==> config.mk <==
export PLATFORM = sky130hd
export DESIGN_NAME = ram8
export DESIGN_NICKNAME = d
export VERILOG_FILES = /design/src/rtl/ram8.sv
export SDC_FILE = /design/constraint.sdc
export NUM_CORES = 1
export LEC_CHECK = 0
export CAP_MARGIN = 20
export CORE_ASPECT_RATIO = 0.75
export CORE_MARGIN = 4
export CORE_UTILIZATION = 30
export DETAILED_ROUTE_END_ITERATION = 6
export PLACE_DENSITY = 0.5
export SYNTH_ARGS = -nofsm -noshare
export SYNTH_HDL_FRONTEND = slang
export SYNTH_SLANG_ARGS = --single-unit
export TNS_END_PERCENT = 10
==> constraint.sdc <==
create_clock -name clk -period 1.67 [get_ports clk]
set_input_delay 0.167 -clock clk [delete_from_list [all_inputs] [get_ports clk]]
set_output_delay 0.167 -clock clk [all_outputs]
set_load 0.01 [all_outputs]
==> src/rtl/ram8.sv <==
// Eight-word register memory: a 1-to-8 demux steers the write strobe to one word
// register, and an 8-way mux returns the addressed word combinationally.

module Ram8Bit (
    input  logic clk,
    input  logic reset,
    input  logic i_d,
    input  logic i_load,
    output logic o_q
);
    logic r_q;

    // Holding on !i_load keeps an unknown i_d from ever reaching the stored bit.
    always_ff @(posedge clk) begin
        if (reset) begin
            r_q <= 1'b0;
        end else if (i_load) begin
            r_q <= i_d;
        end
    end

    assign o_q = r_q;
endmodule

module Ram8Word #(
    parameter int WIDTH = 16
) (
    input  logic             clk,
    input  logic             reset,
    input  logic [WIDTH-1:0] i_d,
    input  logic             i_load,
    output logic [WIDTH-1:0] o_q
);
    genvar b;
    generate
        for (b = 0; b < WIDTH; b++) begin : g_bit
            Ram8Bit u_bit (
                .clk    (clk),
                .reset  (reset),
                .i_d    (i_d[b]),
                .i_load (i_load),
                .o_q    (o_q[b])
            );
        end
    endgenerate
endmodule

module Ram8DMux8Way (
    input  logic       i_in,
    input  logic [2:0] i_sel,
    output logic [7:0] o_out
);
    always_comb begin
        o_out        = 8'b0;
        o_out[i_sel] = i_in;
    end
endmodule

module Ram8Mux8Way #(
    parameter int WIDTH = 16
) (
    input  logic [7:0][WIDTH-1:0] i_words,
    input  logic [2:0]            i_sel,
    output logic [WIDTH-1:0]      o_out
);
    always_comb begin
        o_out = i_words[i_sel];
    end
endmodule

module ram8 #(
    parameter int WIDTH = 16
) (
    input  logic             clk,
    input  logic             reset,
    input  logic [WIDTH-1:0] in,
    input  logic             load,
    input  logic [0:2]       address,
    output logic [WIDTH-1:0] out
);
    logic [2:0]            w_index;
    logic [7:0]            w_enable;
    logic [7:0][WIDTH-1:0] w_words;

    // address[0] is the least significant bit of the word index.
    assign w_index = {address[2], address[1], address[0]};

    Ram8DMux8Way u_dmux (
        .i_in  (load),
        .i_sel (w_index),
        .o_out (w_enable)
    );

    genvar k;
    generate
        for (k = 0; k < 8; k++) begin : g_word
            Ram8Word #(.WIDTH(WIDTH)) u_word (
                .clk    (clk),
                .reset  (reset),
                .i_d    (in),
                .i_load (w_enable[k]),
                .o_q    (w_words[k])
            );
        end
    endgenerate

    Ram8Mux8Way #(.WIDTH(WIDTH)) u_mux (
        .i_words (w_words),
        .i_sel   (w_index),
        .o_out   (out)
    );
endmodule

# After elaboration in Yosys (flattened, before gate mapping)
# Cells that the tools add are included.
# word_totals
word_cells,136
output_inout_bits,16
inputBits,22
reg_bits,128
# op_classes
bitwise,1
n_lt_le_gt_ge,2
n_mux,4
n_reduce_logical,1
# ops
op,count
$bmux 16 s3,1
$mux 16,1
$and 8x8->8,1
$lt 3x4->1 const B,1
$demux 1 s3,1
$ge 3x1->1 const B,1
$logic_and 1x1->1,1
$mux 1,1

# Logic depth before layout (Yosys ltp)
# Gate-level depths: netlist of run 1.
# depth
word_depth,5
ltp_mapped,7
ltp_nobuf,3

# By module
# A second synthesis of run 1 with hierarchy kept.
# unflattened
cells_unflattened,449
hier_area_um2,5491.5
# by_module_without_submodules
module,area_each_um2,cells_each,n_inst,seq_area_each_um2
Ram8Bit,33.8,3,128,20.0
Ram8Mux8Way,1071.0,57,1,0.0
Ram8DMux8Way,96.3,8,1,0.0

# Least setup slack after synthesis of run 1
# Ideal clock, no wire load.
# synth_timing
kind,input-to-output
from,input port address[2] in the netlist's numbering
to,output port out[11]
required_time_ps,1503
slack_ps,108
path_stages,5
path_buffers,3
arrival_ps,1395
path_cell_list,buf_6 -> buf_6 -> buf_6 -> mux4_2 -> mux2_2
# synth_between
elab_chain_cells,2
# synth_lines
item,line_no,source
from (decl),78,"input logic [0:2] address,"
$bmux 16 s3,67,o_out = i_words[i_sel];
$mux 16 (not written as such),67,
to (decl),79,output logic [WIDTH-1:0] out
# No other way between the ends. The select of a mux whose other input is x is not followed.

# Worst setup path after layout of run 1
# layout_timing
from,register g_word[7].u_word.g_bit[12].u_bit.r_q
to,output port out[12]
# layout_between
elab_chain_cells,2
# layout_lines
item,line_no,source
from (decl),11,logic r_q;
from (signal assigned),18,r_q <= i_d;
$bmux 16 s3,67,
$mux 16 (not written as such),67,
# No other way between the ends. The select of a mux whose other input is x is not followed.

==> impl_metrics.py, run 1 <==
metrics = {
    "outcome": {
        "outcome": "complete, but fails checks",
        "violations": "negative setup slack",
    },
    "die": {
        "ios": 38,
        "start_util_pct": 30.7,
        "die_x_um": 167,
        "core_area_um2": 18500,
        "dieArea_um2": 21200,
        "chipHeight_um": 127,
        "rows": 43,
    },
    "grt": {
        "antenna_found_initial": 0,
        "grt_pass1_wl_um": 26100,
        "grt_start_max_net_pins": 64,
        "grt_usage_pct": 15.8,
        "overflow": 0,
        "grt_pass1_vias": 4572,
    },
    "worst_setup_path": {
        "crit_chain": "mux4_2 -> mux2_4 -> buf_6",
        "cp-start-kind": "flop",
        "r2r-end": "g_word[2].u_word.g_bit[4].u_bit.o_q",
        "cp.required_ns": 1.50,
        "r2r_start": "g_word[2].u_word.g_bit[4].u_bit.o_q",
        "worstSetupPathType": "flop to output port",
        "startpoint": "g_word[7].u_word.g_bit[12].u_bit.o_q",
        "reg2reg_slack_ns": 1.04,
        "crit_end": "out[12]",
        "cpPeakStageDelay_ns": 0.49,
        "critPathMaxFanout": 2,
        "crit_path_end_kind": "output port",
        "r2r_cells": 2,
        "critPathArrivalTime_ns": 1.63,
        "cp_slowest_cell": "mux4_2",
    },
    "power": {
        "power.total_mw": 7.24,
        "leakagePower_nw": 2.50,
        "ir_drop_v": 0.000608,
        "powerDensity_nw_per_um2": 1020,
    },
    "finish": {
        "fin_area_um2": 7080,
        "fillers": 1844,
        "largest_reg_flops": 128,
        "area_growth_syn_to_layout_pct": 24.8,
        "num-nets-final": 707,
        "finalNonFillerCells": 945,
        "utilization_pct": 38.3,
        "drive_above_1_share_pct": 24.8,
        "diodes": 0,
    },
    "clocking": {
        "numClockSinks": 128,
        "tritoncts": "yes",
        "clock_tree.root_cell": "clkbuf_16",
        "post_cts_buffers": 0,
        "cts-buffers-inserted": 17,
        "cts_max_level": 4,
        "clock_latency_ns": 0.41,
        "clockBufferDepth": 2,
        "hold_buffers": 0,
        "clk_pin_slew_ns": 0.06,
    },
    "drt": {
        "wire_per_inst_um": 17.6,
        "vias": 4692,
        "vias_per_cell": 4.97,
        "ant_nets": 0,
        "drt-pass1-iter-count": 4,
        "routed_wirelength_um": 16600,
        "drt_iter0_drc": 328,
        "drc_errors": 0,
    },
    "synthesis": {
        "ys_seq_elements": 128,
        "synth.distinct_cells": 21,
        "synth_most_common_cell": "nand2_1",
        "synth_edf_count": 0,
        "synth_area_per_cell_um2": 8.77,
        "ys_async_sr_fraction_pct": 0,
        "yosys-top-cells-area": "dfxtp_1, nand2_1, a21oi_1, mux4_2, mux4_1",
        "synth.top_cell.area_share_pct": 45.1,
        "synthCells": 647,
        "syn_nets": 669,
        "yosysTopAreaCell": "dfxtp_1",
        "seq_area_frac_synth_pct": 45.1,
        "syn_area_um2": 5680,
        "yosys-top-cells-count": "nand2_1, a21oi_1, dfxtp_1, clkbuf_1, mux4_2",
        "yosys_warnings": 0,
        "ys.flop_type": "dfxtp_1",
    },
    "sta": {
        "min_period_ns": 1.80,
        "fin_crit_sh_pct": 108,
        "rsz0062_at_grt": "yes",
        "slew_violations": 0,
        "finalSetupViolations": 16,
        "tightest_slew_ns": 0.432,
        "finClkSkew_ns": 0,
        "hold_viol": 0,
        "slew_headroom_pct": 71.1,
        "fin_ws_ns": -0.127,
        "fmax_mhz": 556,
    },
    "placed_design": {
        "dpl.hpwl_um": 11400,
        "port_buffers": 37,
        "placedCellCount": 913,
        "gp_congestion": 0.810,
        "placed_area_um2": 6460,
    },
    "worst_hold_path": {
        "min_path_type": "primary input to flop",
        "hold_path_depth": 2,
    },
    "flow_run": {
        "cap_violations": 0,
    },
}
==> critical path: cells and delay by family (launching register included) <==
family	cells	cell delay, ns
mux	2	0.77
buf+inv	1	0.12
flops	1	0.32
==> placed cells by master (no fill, tap or decap), drive strengths merged <==
master	count
clkbuf	26
buf	72
clkinv	5
a21oi	128
or4bb	1
and4bb	1
or4b	1
clkdlybuf4s50	18
bufinv	1
nor4bb	2
nand2	256
mux2	16
and4	1
dfxtp	128
mux4	32
and4b	3
nor4b	1
nand4b	3
nand4	1
nand4bb	2
==> repair_timing <==
action                     in CTS  in global routing
gates resized for setup       118                 11
setup endpoints to repair      16                 16
hold endpoints to repair        0                  0
==> cells by family (layout without fill, tap and decap cells) <==
family | after synthesis | count (layout) | synth area share (%)
buf+inv | 71 | 122 | 7.14
simple gates | 272 | 272 | 20.0
flops | 128 | 128 | 45.1
mux | 48 | 48 | 16.5
compound gates | 128 | 128 | 11.3
==> cell type report <==
| type | count | area [µm²] | area share, % |
|---|---|---|---|
| tap | 247 | 309 | 4.36 |
| timing repair buffer | 90 | 870 | 12.3 |
| clock buffer | 26 | 499 | 7.05 |
| sequential | 128 | 2590 | 36.6 |
| clock inverter | 6 | 55.1 | 0.777 |
| multi-input combinational | 448 | 2760 | 39.0 |
==> routing by layer <==
metal,track usage [%],vias up,share of wire (%)
li1,-,2242,-
met1,21.4,2317,46
met2,26.0,118,48
met3,3.19,15,4.4
met4,4.57,0,1.1
met5,0,-,0
==> power breakdown <==
| part | switching (mW) | leakage, nW | internal [mW] |
|---|---|---|---|
| sequential | 0.0340 | 1.05 | 3.12 |
| combinational | 0.335 | 1.17 | 0.274 |
| clock | 1.28 | 0.278 | 2.19 |
| total | 1.65 | 2.50 | 5.59 |
==> per-stage QoR <==
stage	hold slack [ns]	setup slack [ns]	setup TNS, ns
floorplan	0.432	0.108	0
global placement	0.438	-0.334	-19.55
detailed placement	0.445	-0.343	-22.36
CTS	0.0721	-0.141	-2.00
global route	0.0896	-0.167	-2.33
finish	0.0828	-0.127	-1.70
==> worst min-delay path by stage <==
stage                                    startpoint                              endpoint  slack [ns]
3_3_place_gp   g_word[5].u_word.g_bit[12].u_bit.o_q  g_word[5].u_word.g_bit[12].u_bit.o_q        0.44
2_1_floorplan  g_word[1].u_word.g_bit[10].u_bit.o_q  g_word[1].u_word.g_bit[10].u_bit.o_q        0.43
5_1_grt                                       reset  g_word[2].u_word.g_bit[13].u_bit.o_q        0.09
3_5_place_dp    g_word[0].u_word.g_bit[7].u_bit.o_q   g_word[0].u_word.g_bit[7].u_bit.o_q        0.45
4_1_cts                                       reset  g_word[3].u_word.g_bit[15].u_bit.o_q        0.07
6_report                                      reset  g_word[7].u_word.g_bit[13].u_bit.o_q        0.08
Note: power is estimated with default switching activity, not from simulation.
==> run 2, diff against run 1 <==
GPL_TIMING_DRIVEN = 1   (was not set)
==> results of run 2 <==
The final DEF is identical to that of run 1; final timing and power are the same.
==> run 3, diff against run 2 <==
ABC_AREA = 1   (was not set)
CORE_ASPECT_RATIO = not set   (was 0.75)
SKIP_LAST_GASP = 1   (was not set)
==> run 3 against run 2 <==
  * The flow still finishes with violations (negative setup slack)
  * Sequential power rose by 2%
  * Core utilization fell by 0.97 points
  * Fmax shrank 7.0%
  * Critical path depth is 4 higher
  * Clock-buffer cell count shrank 4
  * Via count rose by 30%
  * Synthesized area grew 17%
  * Die area rose by 16%
  * First-iteration DRC count rose by 32%
  * Design area grew 15%
  * Clock skew is the same
  * Largest power group unchanged
  * Highest routed layer unchanged
==> impl_metrics.py, run 3 <==
metrics = {
    "finish": {
        "layout_commonest_cell": "nand2_1",
        "fillers": 2405,
        "drive_above_1_share_pct": 8.09,
        "utilization_pct": 37.3,
        "largest_reg_flops": 128,
        "fin_area_um2": 8110,
        "final_cell_mix": "nand2_1, nor2_1, inv_1",
        "finalNonFillerCells": 1454,
        "num-nets-final": 1183,
        "diodes": 0,
        "area_growth_syn_to_layout_pct": 22.5,
    },
    "sta": {
        "fin_crit_sh_pct": 116,
        "worst_hold_slack_ns": 0.399,
        "finClkSkew_ns": 0,
        "fin_ws_ns": -0.263,
        "tightest_slew_ns": 0.401,
        "rsz0062_at_grt": "yes",
        "min_period_ns": 1.93,
        "fmax_mhz": 517,
        "slew_violations": 0,
        "fin_setup_tns_ns": -2.93,
        "slew_headroom_pct": 73.2,
        "hold_viol": 0,
        "finalSetupViolations": 13,
    },
    "placed_design": {
        "dpl.hpwl_um": 12900,
        "placedCellCount": 1422,
        "pre_cts_ws_ns": -0.538,
        "gp_congestion": 0.775,
        "port_buffers": 37,
        "placed_area_um2": 7540,
    },
    "synthesis": {
        "yosys-top-cells-count": "nand2_1, nor2_1, inv_1, dfxtp_1, nand3_1",
        "synthCells": 1119,
        "synth.distinct_cells": 17,
        "synth_most_common_cell": "nand2_1",
        "seq_area_frac_synth_pct": 38.7,
        "yosysTopAreaCell": "dfxtp_1",
        "ys_async_sr_fraction_pct": 0,
        "syn_area_um2": 6630,
        "ys.flop_type": "dfxtp_1",
        "syn_nets": 1141,
        "synth_area_per_cell_um2": 5.92,
        "yosys-top-cells-area": "dfxtp_1, nand2_1, nor2_1, inv_1, nand3_1",
        "yosys_warnings": 0,
        "synth_edf_count": 0,
        "ys_seq_elements": 128,
        "synth.top_cell.area_share_pct": 38.7,
    },
    "power": {
        "power.total_mw": 7.80,
        "pwr-share-comb_pct": 13.0,
        "leakagePower_nw": 3.75,
        "p_sw_mw": 2.07,
        "switching_share_pct": 26.6,
        "seqPwrFrac_pct": 41.2,
        "intPower_mw": 5.72,
        "powerDensity_nw_per_um2": 961,
        "clkPwrFrac_pct": 45.8,
        "ir_drop_v": 0.000579,
    },
    "grt": {
        "grt_pass1_vias": 5648,
        "overflow": 0,
        "grt_start_max_net_pins": 63,
        "grt_usage_pct": 16.0,
        "antenna_found_initial": 0,
        "grt_pass1_wl_um": 30600,
    },
    "clocking": {
        "clockBufferDepth": 2,
        "clk_pin_slew_ns": 0.06,
        "clock_latency_ns": 0.42,
        "hold_buffers": 0,
        "post_cts_buffers": 0,
        "tritoncts": "yes",
        "cts_max_level": 4,
        "clock_tree.root_cell": "clkbuf_16",
        "cts-buffers-inserted": 17,
        "numClockSinks": 128,
    },
    "worst_setup_path": {
        "cp.depth": 7,
        "cp-start-kind": "flop",
        "r2r_start": "g_word[7].u_word.g_bit[15].u_bit.o_q",
        "startpoint": "g_word[7].u_word.g_bit[13].u_bit.o_q",
        "crit_chain": "inv_1 -> nand2_1 -> nand3_1 -> nand2_1 -> inv_1 -> nand2_1 -> clkdlybuf4s50_1",
        "critPathMostFrequentCell": "nand2_1",
        "cpPeakStageDelay_ns": 0.53,
        "worstSetupPathType": "flop to output port",
        "crit_path_end_kind": "output port",
        "critPathMaxFanout": 2,
        "critPathArrivalTime_ns": 1.77,
        "cp_top_family": "buffers and inverters",
        "path_buf_inv": 3,
        "cp_slowest_cell": "clkdlybuf4s50_1",
        "cp.required_ns": 1.50,
        "r2r_cells": 2,
    },
    "drt": {
        "ant_nets": 0,
        "vias_per_cell": 4.18,
        "vias": 6080,
        "drt_iter0_drc": 433,
        "routed_wirelength_um": 19000,
        "drt-pass1-iter-count": 5,
        "drc_errors": 0,
        "wire_per_inst_um": 13.0,
    },
    "outcome": {
        "outcome": "complete, but fails checks",
        "violations": "negative setup slack",
    },
    "die": {
        "rows": 54,
        "chipHeight_um": 157,
        "ios": 38,
        "core_area_um2": 21800,
        "die_x_um": 157,
        "dieArea_um2": 24500,
        "start_util_pct": 30.5,
    },
    "worst_hold_path": {
        "hold_path_depth": 3,
        "worstHoldStart": "in[10]",
        "min_path_type": "primary input to flop",
    },
    "flow_run": {
        "cap_violations": 0,
    },
}
run 3: routing by layer:
| layer | share of wire [%] | track usage (%) |
|---|---|---|
| met5 | 0 | 0 |
| met4 | 0.91 | 4.42 |
| met3 | 4.4 | 3.18 |
| met2 | 45 | 25.0 |
| met1 | 50 | 22.6 |
run 3: logic make-up (layout without fill, tap and decap cells):
kind of cell,count (synthesis),count (layout),share of synthesized area [%]
DFF,128,128,38.7
AOI/OAI and AO/OA,16,16,1.21
and+or+nand+nor,737,737,44.6
buffers and inverters,238,293,15.5
run 3: final timing paths:
| kind | slack [ns] | to |
|---|---|---|
| worst min register to register | 0.48 | g_word[1].u_word.g_bit[1].u_bit.o_q |
| worst min-delay path | 0.40 | g_word[7].u_word.g_bit[10].u_bit.o_q |
| worst max-delay path | -0.26 | out[13] |
| worst max register to register | 1.03 | g_word[7].u_word.g_bit[15].u_bit.o_q |
run 3: layout make-up:
class	count	area, µm²	share of cell area, %
Sequential cell	128	2560	31.6
Inverter	181	681	8.39
Timing Repair Buffer	80	912	11.2
Tap cell	280	350	4.32
Clock buffer	22	474	5.85
Multi-Input combinational cell	753	3050	37.6
Clock inverter	10	86.3	1.06
run 3: repair_timing:
item                                    in CTS  in global routing
cloned                                       0                  0
endpoints found under the setup margin      16                 16
gates resized for setup                      6                  2
pin swaps                                    0                  0
hold endpoints to repair                     0                  0
run 3: power groups by stage:
stage	Sequential [mW]	Combinational (mW)	Clock, mW
2_1_floorplan	3.27	0.617	0
3_3_place_gp	3.28	1.03	0
3_5_place_dp	3.28	1.03	0
4_1_cts	3.21	1.03	3.64
5_1_grt	3.22	1.15	3.77
6_report	3.21	1.01	3.57
run 3: tightest hold or removal path, cell delays in order:
cell	delay, ns
clkdlybuf4s50_1	0.48
nor3_1	0.06
nor2_1	0.08
